### config.mk
export PLATFORM = sky130hd
export DESIGN_NAME = mem_req_arbiter
export DESIGN_NICKNAME = d
export VERILOG_FILES = /design/src/rtl/mem_req_arbiter.sv
export SDC_FILE = /design/constraint.sdc
export NUM_CORES = 1
export LEC_CHECK = 0
export ABC_AREA = 1
export BUFFER_PORTS_ARGS = -buffer_cell sky130_fd_sc_hd__buf_4
export CORE_ASPECT_RATIO = 1.5
export CORE_MARGIN = 2
export CORE_UTILIZATION = 45
export CTS_CLUSTER_SIZE = 40
export DETAILED_ROUTE_END_ITERATION = 8
export GPL_TIMING_DRIVEN = 0
export HOLD_SLACK_MARGIN = 0.03
export PLACE_DENSITY = 0.78
export SLEW_MARGIN = 30
export SYNTH_ARGS = -nofsm -noshare
export SYNTH_HDL_FRONTEND = slang
export SYNTH_SLANG_ARGS = --single-unit
### constraint.sdc
create_clock -name clk -period 2.4 [get_ports clk]
set_clock_uncertainty 0.05 [all_clocks]
set_input_delay 0.24 -clock clk [delete_from_list [all_inputs] [get_ports clk]]
set_output_delay 0.24 -clock clk [all_outputs]
set_load 0.05 [all_outputs]
### src/rtl/mem_req_arbiter.sv
// mem_req_arbiter: round-robin sharing of a single data-memory controller port
// between NUM_REQ requesters. Only one transaction is outstanding at a time.
// The granted request is latched and held on the controller port until the
// controller accepts it. The arbiter then waits for completion and routes the
// completion pulse and read data back to the owning requester. Sticky watchdog
// and protocol-error flags are provided for debug.
module mem_req_arbiter #(
    parameter int NUM_REQ             = 2,
    parameter int TIMEOUT_CYCLES      = 1024,
    parameter int D_MEMORY_ADDR_WIDTH = 32,
    parameter int REG_VAL_WIDTH       = 32,
    parameter int OP_W                = 2
) (
    input  logic                                   clk,
    input  logic                                   reset_n,
    input  logic [NUM_REQ-1:0]                     req_valid,
    input  logic [NUM_REQ*OP_W-1:0]                req_op,
    input  logic [NUM_REQ*D_MEMORY_ADDR_WIDTH-1:0] req_address,
    input  logic [NUM_REQ*REG_VAL_WIDTH-1:0]       req_data,
    output logic [NUM_REQ-1:0]                     req_ready,
    output logic [NUM_REQ-1:0]                     resp_valid,
    output logic [REG_VAL_WIDTH-1:0]               resp_data,
    output logic                                   mc_req_valid,
    output logic [OP_W-1:0]                        mc_req_op,
    output logic [D_MEMORY_ADDR_WIDTH-1:0]         mc_req_address,
    output logic [REG_VAL_WIDTH-1:0]               mc_req_data,
    input  logic                                   mc_ready,
    input  logic                                   mc_done,
    input  logic [REG_VAL_WIDTH-1:0]               mc_data,
    output logic                                   busy,
    output logic                                   err_timeout,
    output logic                                   err_spurious
);

    localparam int GW = (NUM_REQ > 1) ? $clog2(NUM_REQ) : 1;
    localparam int CW = (TIMEOUT_CYCLES > 0) ? $clog2(TIMEOUT_CYCLES + 1) : 1;

    localparam logic [OP_W-1:0] NO_MEM_OP = '0;

    localparam logic [1:0] ST_ARB   = 2'd0;
    localparam logic [1:0] ST_ISSUE = 2'd1;
    localparam logic [1:0] ST_WAIT  = 2'd2;

    logic [1:0]                     r_state;
    logic [GW-1:0]                  r_rr_ptr;
    logic [GW-1:0]                  r_owner;
    logic [OP_W-1:0]                r_op;
    logic [D_MEMORY_ADDR_WIDTH-1:0] r_addr;
    logic [REG_VAL_WIDTH-1:0]       r_data;
    logic [CW-1:0]                  r_cnt;
    logic [NUM_REQ-1:0]             r_resp_valid;
    logic [REG_VAL_WIDTH-1:0]       r_resp_data;
    logic                           r_err_timeout;
    logic                           r_err_spurious;

    logic                           w_any;
    logic [GW-1:0]                  w_grant;
    logic [GW-1:0]                  w_idx;
    logic [NUM_REQ-1:0]             w_grant_oh;
    logic [NUM_REQ-1:0]             w_owner_oh;
    logic [GW-1:0]                  w_rr_next;
    logic                           w_to_hit;

    // Round-robin search: first valid requester starting at the pointer, wrapping modulo NUM_REQ.
    always_comb begin
        w_any   = 1'b0;
        w_grant = '0;
        w_idx   = '0;
        for (int k = 0; k < NUM_REQ; k++) begin
            w_idx = GW'((int'(r_rr_ptr) + k) % NUM_REQ);
            if (!w_any && req_valid[w_idx]) begin
                w_any   = 1'b1;
                w_grant = w_idx;
            end
        end
    end

    assign w_grant_oh = {{(NUM_REQ-1){1'b0}}, 1'b1} << w_grant;
    assign w_owner_oh = {{(NUM_REQ-1){1'b0}}, 1'b1} << r_owner;
    assign w_rr_next  = (r_owner == GW'(NUM_REQ - 1)) ? '0 : r_owner + 1'b1;
    // Fires on the last wait cycle before the limit, so the flag rises as the count reaches it.
    assign w_to_hit   = (TIMEOUT_CYCLES > 0) && (r_cnt == CW'(TIMEOUT_CYCLES - 1));

    // Request path: arbitrate, latch the granted request, hand it to the controller, wait for completion.
    always_ff @(posedge clk or negedge reset_n) begin
        if (!reset_n) begin
            r_state  <= ST_ARB;
            r_rr_ptr <= '0;
            r_owner  <= '0;
            r_op     <= NO_MEM_OP;
            r_addr   <= '0;
            r_data   <= '0;
        end else begin
            case (r_state)
                ST_ARB: begin
                    if (w_any) begin
                        r_owner <= w_grant;
                        r_op    <= req_op[int'(w_grant)*OP_W +: OP_W];
                        r_addr  <= req_address[int'(w_grant)*D_MEMORY_ADDR_WIDTH +: D_MEMORY_ADDR_WIDTH];
                        r_data  <= req_data[int'(w_grant)*REG_VAL_WIDTH +: REG_VAL_WIDTH];
                        r_state <= ST_ISSUE;
                    end
                end
                ST_ISSUE: begin
                    if (mc_ready) begin
                        r_state <= ST_WAIT;
                    end
                end
                ST_WAIT: begin
                    if (mc_done) begin
                        r_rr_ptr <= w_rr_next;
                        r_state  <= ST_ARB;
                    end
                end
                default: r_state <= ST_ARB;
            endcase
        end
    end

    // Watchdog: count cycles spent waiting for completion and flag when the limit is reached.
    always_ff @(posedge clk or negedge reset_n) begin
        if (!reset_n) begin
            r_cnt         <= '0;
            r_err_timeout <= 1'b0;
        end else if (r_state == ST_ISSUE && mc_ready) begin
            r_cnt <= '0;
        end else if (r_state == ST_WAIT && !mc_done) begin
            if (r_cnt != CW'(TIMEOUT_CYCLES)) begin
                r_cnt <= r_cnt + 1'b1;
            end
            if (w_to_hit) begin
                r_err_timeout <= 1'b1;
            end
        end
    end

    // Completion routing: one-cycle pulse to the owner; read data held between pulses.
    always_ff @(posedge clk or negedge reset_n) begin
        if (!reset_n) begin
            r_resp_valid <= '0;
            r_resp_data  <= '0;
        end else if (r_state == ST_WAIT && mc_done) begin
            r_resp_valid <= w_owner_oh;
            r_resp_data  <= mc_data;
        end else begin
            r_resp_valid <= '0;
        end
    end

    // Protocol check: a completion with no accepted transaction outstanding is flagged and otherwise ignored.
    always_ff @(posedge clk or negedge reset_n) begin
        if (!reset_n) begin
            r_err_spurious <= 1'b0;
        end else if (mc_done && r_state != ST_WAIT) begin
            r_err_spurious <= 1'b1;
        end
    end

    // Ready is gated with reset so every output reads zero while reset is asserted.
    assign req_ready      = (reset_n && r_state == ST_ARB && w_any) ? w_grant_oh : '0;
    assign mc_req_valid   = (r_state == ST_ISSUE);
    assign mc_req_op      = r_op;
    assign mc_req_address = r_addr;
    assign mc_req_data    = r_data;
    assign busy           = (r_state != ST_ARB);
    assign resp_valid     = r_resp_valid;
    assign resp_data      = r_resp_data;
    assign err_timeout    = r_err_timeout;
    assign err_spurious   = r_err_spurious;

endmodule
---- Word-level counts from Yosys, hierarchy flattened ----
Index checks and enable logic that the tools add are counted.
word-level totals
  input bits .............................. 170
  register bits ........................... 117
operators by class
  reductions and logical operators ........ 18
  muxes and demuxes ....................... 18
  add/subtract/negate cells ............... 3
  $lt $le $gt $ge ......................... 2
  shift operators ......................... 5
  equality and inequality tests ........... 8
  bitwise logic cells ..................... 1
operators with widths
  operator               count
  $shiftx 64x7->32       2
  $mux 11                3
  $add 11x1->11 const B  1
  $eq 11x10->1 const B   1
  $ne 11x11->1 const B   1
  $mux 2                 5
  $mux 1                 9
  $logic_and 1x1->1      7
  $ne 2x2->1 const B     3
  $pmux 2 s3             1
  $reduce_and 2->1       3
  $reduce_and 3->1       2
  $reduce_bool 2->1      3
  $lt 1x2->1 const B     2
  $shiftx 4x3->2         1
  $shl 1x1->2 const A    2
  $add 1x1->1 const B    2
  $eq 2x1->1 const B     1
  $eq 2x2->1 const B     1
  $logic_not 1->1        2
  $logic_not 2->1        1
  $ne 2x1->1 const B     1
  $not 1->1              1

---- Depth between registers and ports, before layout ----
  depth after elaboration ................. 8
  gate-level depth with buffers ........... 9

---- Worst setup path after synthesis ----
OpenSTA, ideal clock, no wires.
  path type ............................... register to output
  start ................................... register r_state[1]
  end ..................................... output req_ready[0]
  cell stages (with the launch flop) ...... 5
  data arrival time ....................... 1,972 ps
  buffers on the path ..................... 1
  data required time ...................... 2,110 ps
  slack ................................... 138 ps
  path through ............................ dfrtp_1 -> nor2_4 -> o21ai_4 -> buf_2 -> nor3_1
between the ends
  word-level cells in the longest chain between the ends .. 4
ends and longest elaborated chain
  element                         RTL line  text
  from (decl)                     44        logic [1:0] r_state;
  from (signal assigned)          87        r_state <= ST_ARB;
  from (signal assigned)          101       r_state <= ST_ISSUE;
  from (signal assigned)          106       r_state <= ST_WAIT;
  $logic_not 2->1                 160       assign req_ready = (reset_n && r_state == ST_ARB && w_any) ? w_grant_oh : '0;
  $logic_and 1x1->1 (2 in a row)  160
  $mux 2                          160
  to (decl)                       20        output logic [NUM_REQ-1:0] req_ready,
Every way passes these cells.

---- Worst setup path in the final report ----
Same ends and word-level chain as after synthesis.

==> impl_metrics.csv <==
group,metric,value,unit
logic_synthesis,netlist_instances,573,
floorplanning,floorplan.io_pins,276,
route,totalWireLength,19400,um
cts,clock_latency,0.41,ns
critical_path,critPathArrivalTime,1.96,ns
cells_and_area,fin_util,74.1,%
sta,final_worst_path_period_share,93.6,%
sta,rsz0062_at_grt,"false",
route,detail_route.drc_violations,0,
pwr,p_leak,4.35,nW
logic_synthesis,ys_dominant_reg_cell,"dfrtp_1",
global_route,number_of_global_route_vias_before_repair,5974,
global_route,grt_util_all_layers,30.1,%
min_path,hold_depth,3,
sta,hold_violations,0,
route,route.detailed.wl_per_inst,18.0,um
place,globalplace.congestion,0.918,
sta,layout_min_cycle_time,2.25,ns
critical_path,critical_path.slowest_cell,"dfrtp_1",
cts,cts.sinks,117,
critical_path,cp_required,2.11,ns
global_route,grt_overflow,0,
logic_synthesis,synth-edff-count,0,
route,initialDrtViolationCount,227,
cts,clock_tree.buffer_depth,2,
critical_path,reg2reg_slack,0.63,ns
min_path,worstHoldPathType,"in -> reg",
status,run_status,"finished, final reports clean",
sta,timing_worst_slew_pin_value,0.493,ns
cts,cts_tree,"yes",
floorplanning,fp.coreArea,11800,sq um
global_route,grt_use_met1,32.4,%
cells_and_area,finalNetCount,1083,
pwr,ir_worst_vdd,1210,uV
critical_path,critical_path_class,"reg -> out",
cts,ctsHtreeMaxLevel,4,
logic_synthesis,async_flop_share,100,%
critical_path,path_cells,"nor2_4 -> o21ai_4 -> buf_2 -> nor3_1 -> buf_4",
global_route,first_pass_grt_wire_length,30000,um
critical_path,start_kind,"flip-flop",
cells_and_area,multi_input_area,2150,sq um
route,ant_nets,0,
cts,cts_inserted_buffers,17,
route,dr.pass1.iters,5,
sta,max_freq,445,MHz
cells_and_area,register_area,2930,sq um
floorplanning,floorplan.initialDensity,45.6,%
cts,cts_clock_pin_slew_for_the_worst_setup_and_hold_paths,0.05,ns
flow_run,maxCapViolCount,0,
floorplanning,die_w,93.4,um
cells_and_area,filler_cell_count,789,
route,average_vias_per_placed_instance,5.21,
global_route,grt_util_met2,54.2,%
logic_synthesis,synthTopCellsByCount,"a21oi_1, dfrtp_1, nand2_1, nor2_1, mux2_4",
cells_and_area,share_of_post_route_cells_with_drive_strength_above_1,40.6,%
logic_synthesis,yosysUniqueCellTypes,28,
floorplanning,row_count,49,
logic_synthesis,synth.avg_cell_area,9.41,sq um
logic_synthesis,post-synth-top-count-cell,"a21oi_1",
logic_synthesis,ys_ff_latch,117,
logic_synthesis,yosys_warnings,0,
cts,clock_tree.root_cell,"clkbuf_16",
place,detailed_place_hpwl,12900,um
sta,setup_viol_count_final,0,
logic_synthesis,ys_top_cells_by_area,"dfrtp_1, a21oi_1, mux2_4",
critical_path,worst_path_largest_cell_delay,0.51,ns
logic_synthesis,synthDominantAreaCellType,"dfrtp_1",
global_route,grt.met3_usage,7.03,%
floorplanning,die_area,12900,sq um
cells_and_area,antennaDiodeCount,0,
cells_and_area,signed_area_change_from_the_synthesized_netlist_to_the_final_layout,62.6,%
logic_synthesis,synth.net_count,745,
floorplanning,die_height,138,um
logic_synthesis,synth_top_cell_area_share,54.3,%
critical_path,critical_path.endpoint_type,"output pin",
global_route,gr-max-usage-layer,"met2",
critical_path,worstRegToRegCells,7,
sta,setup_total_negative_slack,0,ns
pwr,power.density,1570,nW/um^2
global_route,antenna_found_initial,0,
logic_synthesis,synth_sequential_area_ratio,54.3,%
sta,timing.slew.headroom,67.1,%
global_route,grt_start_max_net_pins,67,
place,buffer_ports.inserted,275,
critical_path,timing.critical_path.fanout_max,10,
logic_synthesis,synth_cell_area,5390,sq um
sta,slew_viol_final,0,
route,vias,5608,
cell type report:
type | count | area share (%)
sequential | 117 | 33.4
tap | 153 | 2.18
clock buffer | 22 | 5.18
timing repair buffer | 320 | 29.2
inverter | 21 | 0.899
buffer | 34 | 2.63
clock inverter | 9 | 2.01
multi-input combinational | 400 | 24.6
cell families (layout without fill, tap and decap cells):
kind of cell / after synthesis / after routing / share of synthesized area (%)
AOI/OAI and AO/OA: 151 / 151 / 14.5
buffers and inverters: 56 / 406 / 5.80
adders and majority gates: 2 / 2 / 0.464
xor gates and xnor gates: 3 / 3 / 0.487
muxes: 32 / 32 / 8.49
and+or+nand+nor: 212 / 212 / 16.0
DFF: 117 / 117 / 54.3
worst paths after layout:
check	startpoint	to
worst max register to register	r_state[1]	mc_req_address[26]
max in group asynchronous	reset_n	mc_req_data[23]
min in group asynchronous	reset_n	r_state[0]
worst min register to register	r_owner	resp_valid[0]
worst max-delay path	r_state[1]	req_ready[0]
worst min-delay path	req_data[46]	mc_req_data[14]
state kept, by name, summed over array words and instances, names as in the netlist:
| name | cells |
|---|---|
| err_spurious | 1 |
| err_timeout | 1 |
| mc_req_address | 32 |
| mc_req_data | 32 |
| mc_req_op | 2 |
| r_cnt | 11 |
| r_owner | 1 |
| r_rr_ptr | 1 |
| r_state | 2 |
| resp_data | 32 |
| resp_valid | 2 |
layout by cell type, fill, tap and decap left out, types with 8 or more instances in the layout:
| cell type | count |
|---|---|
| buf_4 | 280 |
| nand3_1 | 21 |
| a21oi_1 | 132 |
| mux2_4 | 26 |
| nor2_1 | 83 |
| inv_1 | 19 |
| dfrtp_1 | 117 |
| nand2_1 | 99 |
| clkbuf_16 | 17 |
| dlygate4sd3_1 | 43 |
| clkbuf_1 | 8 |
| buf_2 | 16 |
| buf_6 | 8 |
report_power, final:
part	leakage [nW]	internal (mW)	switching [mW]
clock network	0.304	1.86	0.901
logic	2.68	2.45	5.10
registers	1.37	2.89	0.607
total	4.35	7.20	6.61
routing by layer:
metal / up-vias / part of all wire [%]
met2: 285 / 54
li1: 2581 / -
met3: 74 / 6.3
met5: - / 0
met4: 0 / 4.6
met1: 2668 / 35
per-stage QoR:
step | cell area, sq um | power [mW] | hold slack (ns) | std cells | setup slack, ns
3_3_place_gp | 7650 | 10.6 | 0.398 | 1001 | 0.0889
4_1_cts | 8770 | 13.7 | 0.0305 | 1077 | 0.141
6_report | 8770 | 13.8 | 0.0350 | 1076 | 0.154
5_1_grt | 8770 | 14.4 | 0.0355 | 1076 | 0.111
2_1_floorplan | 5390 | 8.45 | -0.106 | 573 | 0.138
3_5_place_dp | 7680 | 10.8 | 0.141 | 1002 | 0.527
worst max-delay path: cells and delay by family (launching register included):
kind,cells,cell delay (ns)
compound gates,1,0.14
buf+inv,2,0.45
flops,1,0.51
simple gates,2,0.45
timing repair:
action	CTS	global route
resized for setup	0	0
setup endpoints to repair	0	1
hold endpoints to repair	94	0
hold buffers	44	0
setup buffers	0	0
Power figures use the tool's default switching activity.
